[src/rtl/memory_stage.sv]
// rtl/memory_stage.sv - MEM/WB pipeline latch and write-back data select
module memory_stage #(
    parameter int DATA_WIDTH = 32
) (
    input  logic                  clk,
    input  logic                  rstn,
    input  logic                  iSig_regfile_write,
    input  logic                  iSig_MemtoReg,
    input  logic [DATA_WIDTH-1:0] iread_from_ram,
    input  logic [DATA_WIDTH-1:0] ialu_result,
    output logic [DATA_WIDTH-1:0] odata2write2regfile,
    output logic                  oSig_RegfileWrite
);

    // MEM/WB latch fields; all four are captured together so the select
    // and both data words always come from the same instruction.
    logic                  regwrite_q;
    logic                  memtoreg_q;
    logic [DATA_WIDTH-1:0] ram_q;
    logic [DATA_WIDTH-1:0] alu_q;

    // Capture the memory-stage results every cycle; reset drops the in-flight instruction.
    always_ff @(posedge clk or negedge rstn) begin
        if (!rstn) begin
            regwrite_q <= 1'b0;
            memtoreg_q <= 1'b0;
            ram_q      <= '0;
            alu_q      <= '0;
        end else begin
            regwrite_q <= iSig_regfile_write;
            memtoreg_q <= iSig_MemtoReg;
            ram_q      <= iread_from_ram;
            alu_q      <= ialu_result;
        end
    end

    // Write-back value is selected purely from latched state, so no input reaches an output
    // combinationally and the unselected word never leaks through.
    always_comb begin
        odata2write2regfile = alu_q;
        if (memtoreg_q) begin
            odata2write2regfile = ram_q;
        end
        oSig_RegfileWrite = regwrite_q;
    end

endmodule

[config.mk]
export PLATFORM = sky130hd
export DESIGN_NAME = memory_stage
export DESIGN_NICKNAME = d
export VERILOG_FILES = /design/src/rtl/memory_stage.sv
export SDC_FILE = /design/constraint.sdc
export NUM_CORES = 1
export LEC_CHECK = 0
export ABC_AREA = 1
export CAP_MARGIN = 10
export CORE_AREA = 2 2 77 79
export DETAILED_ROUTE_END_ITERATION = 8
export DIE_AREA = 0 0 79 81
export PLACE_DENSITY = 0.78
export SLEW_MARGIN = 20
export SYNTH_ARGS = -nofsm -noshare
export SYNTH_HDL_FRONTEND = slang
export SYNTH_SLANG_ARGS = --single-unit
[constraint.sdc]
create_clock -name clk -period 1.05 [get_ports clk]
set_input_delay 0.21 -clock clk [delete_from_list [all_inputs] [get_ports clk]]
set_output_delay 0.21 -clock clk [all_outputs]
set_load 0.01 [all_outputs]
==> run_results.csv <==
group,metric,value,unit
outcome,status,"finished, violations left",
outcome,violations,"negative setup slack",
place,placed_area,3181,um2
logic_synthesis,synth-seq-cells,66,
timing,period_needed,1.574,ns
setup_path,crit_arrival,1.36,ns
run,maxCapViolCount,0,
logic_synthesis,synth_top_area_share,77.06,%
layout,areaGrowthSynthToFinish,70.64,%
cts,clkSlewWorstSetupHoldPaths,0.07,ns
setup_path,worst_setup_path_start_kind,"register",
power_and_ir_drop,ir_drop,1.032,mV
cts,cts_tree,"built",
drt,drtIter0Drc,33,
floorplan,coreArea,5675,um2
power_and_ir_drop,powerDensity,1564,nW/um2
floorplan,start_util,37.76,%
global_route,grt_pass1_vias,1588,
logic_synthesis,synth.avg_cell_area,12.61,um2
drt,wirelength,4904,um
layout,drive_gt1_share,38.82,%
setup_path,required,0.84,ns
setup_path,critical_path.max_fanout,7,
timing,relSlewSlack,77.93,%
global_route,grt-ovfl-total,0,
floorplan,rows,28,
place,port_buffers,100,
timing,setup_viol_count_final,32,
cts,clock_sinks,66,
layout,nets,367,
floorplan,dieArea,6399,um2
layout,fin_area,3657,um2
drt,final_antenna_net_count,0,
layout,final_util,64.44,%
timing,tightest_slew,0.3311,ns
layout,final_cell_mix,"clkdlybuf4s50_1, dfrtp_1, nand2_1",
cts,clock-root-buffer,"clkbuf_8",
timing,fmax,0.6355,GHz
setup_path,end_kind,"output port",
timing,rsz0062_at_grt,"true",
floorplan,die_h,81,um
global_route,grt_pass1_wl,7617,um
drt,routedWlPerCell,12.94,um
timing,final.setup.worst_slack,-0.5235,ns
logic_synthesis,ys_types,7,
logic_synthesis,ys_seq_area_share,77.06,%
timing,finalMaxSlewViolations,0,
layout,mostFrequentLayoutCell,"clkdlybuf4s50_1",
global_route,grt.total_usage,16.46,%
global_route,grt_start_max_net_pins,67,
timing,period_share,149.9,%
logic_synthesis,synth_nets,238,
logic_synthesis,syn_area,2143,um2
logic_synthesis,synth_area_leaders,"dfrtp_1, nand2_1, nand2_2, clkbuf_8, buf_6",
timing,holdWs,0.3183,ns
drt,viasPerCell,4.174,
drt,dr.pass1.iters,4,
cts,clock_path_buffers,2,
logic_synthesis,yosys.area.top_type,"dfrtp_1",
cts,cts_max_level,3,
floorplan,die_w,79,um
floorplan,ios,101,
power_and_ir_drop,p_leak,1.769,nW
place,gp_congestion,0.7062,
setup_path,critPathKind,"reg2out",
global_route,antenna_found_initial,0,
timing,hold_viol_final,0,
cts,cts_made_buffers,9,
logic_synthesis,ys_warn_count,0,
logic_synthesis,synthCells,170,
drt,route.detailed.drc,0,
place,dp_hpwl,2967,um
drt,vias,1582,
hold_path,worstHoldPathType,"in2reg",
layout,antenna_cells,0,
per-layer routing:
layer | vias to the layer above | wire length [um] | global-route usage [%]
li1 | 766 | - | -
met1 | 749 | 1791 | 18.65
met2 | 58 | 2675 | 28.81
met3 | 9 | 367 | 4.667
met4 | 0 | 69 | 7.931
met5 | - | 0 | 0
registers in the layout (all words and copies together) (netlist names):
register / flops
oSig_RegfileWrite: 1
ram_q: 32
memtoreg_q: 1
alu_q: 32
cell families after synthesis:
kind of cell | count (synthesis) | share of synthesized area, %
buf+inv | 8 | 4.962
flops | 66 | 77.06
simple gates | 96 | 17.98
report_power, final:
part           internal, mW  switching [mW]  leakage (nW)  total [mW]
Combinational         0.459           0.316         0.891       0.775
Clock                  1.36           0.859         0.110        2.22
Sequential             2.67          0.0546         0.768        2.73
stage by stage:
step	setup TNS [ns]	setup slack, ns	cells	total power [mW]
global route	-17.30	-0.5922	379	5.970
global placement	-16.22	-0.5267	342	3.448
detailed placement	-16.85	-0.5725	342	3.462
finish	-15.03	-0.5235	379	5.720
CTS	-15.63	-0.5217	379	5.741
floorplan	0	0.04558	170	2.962
final timing paths:
check	from	to	slack, ns	cells past startpoint
max	memtoreg_q$_DFF_PN0_	odata2write2regfile[30]	-0.52	6
min	iread_from_ram[28]	ram_q[28]$_DFF_PN0_	0.32	1
max in group asynchronous	rstn	memtoreg_q$_DFF_PN0_	0.34	3
min in group asynchronous	rstn	ram_q[14]$_DFF_PN0_	0.42	3
cells in the mapped netlist, drive strengths merged:
| library cell | n |
|---|---|
| buf | 4 |
| clkbuf | 3 |
| dfrtp | 66 |
| inv | 1 |
| nand2 | 96 |
worst max-delay path, cell delays in order (launching register included):
cell and delay [ns]:
dfrtp_2 0.48, buf_6 0.15, clkinv_8 0.07, buf_6 0.12
nand2_2 0.04, nand2_1 0.04, buf_2 0.13
area by class of cell:
cell class                      count  area, um2
Fill cell                         482       2018
Timing Repair Buffer              122       1139
Timing Repair inverter              3      48.80
Tap cell                           75      93.84
Multi-Input combinational cell     96      490.5
Clock inverter                      1      30.03
Clock buffer                       15      186.4
Inverter                            1      16.27
Sequential cell                    66       1653
repair_timing:
| item | 4_1_cts | 5_1_grt |
|---|---|---|
| setup endpoints to repair | 33 | 33 |
| gates resized for setup | 186 | 21 |
| cloned | 4 | 0 |
| setup buffers | 17 | 1 |
| hold buffers | 1 | 0 |
| endpoints found under the hold margin | 66 | 0 |
| pin swaps | 22 | 3 |
(Power assumes the default switching activity.)
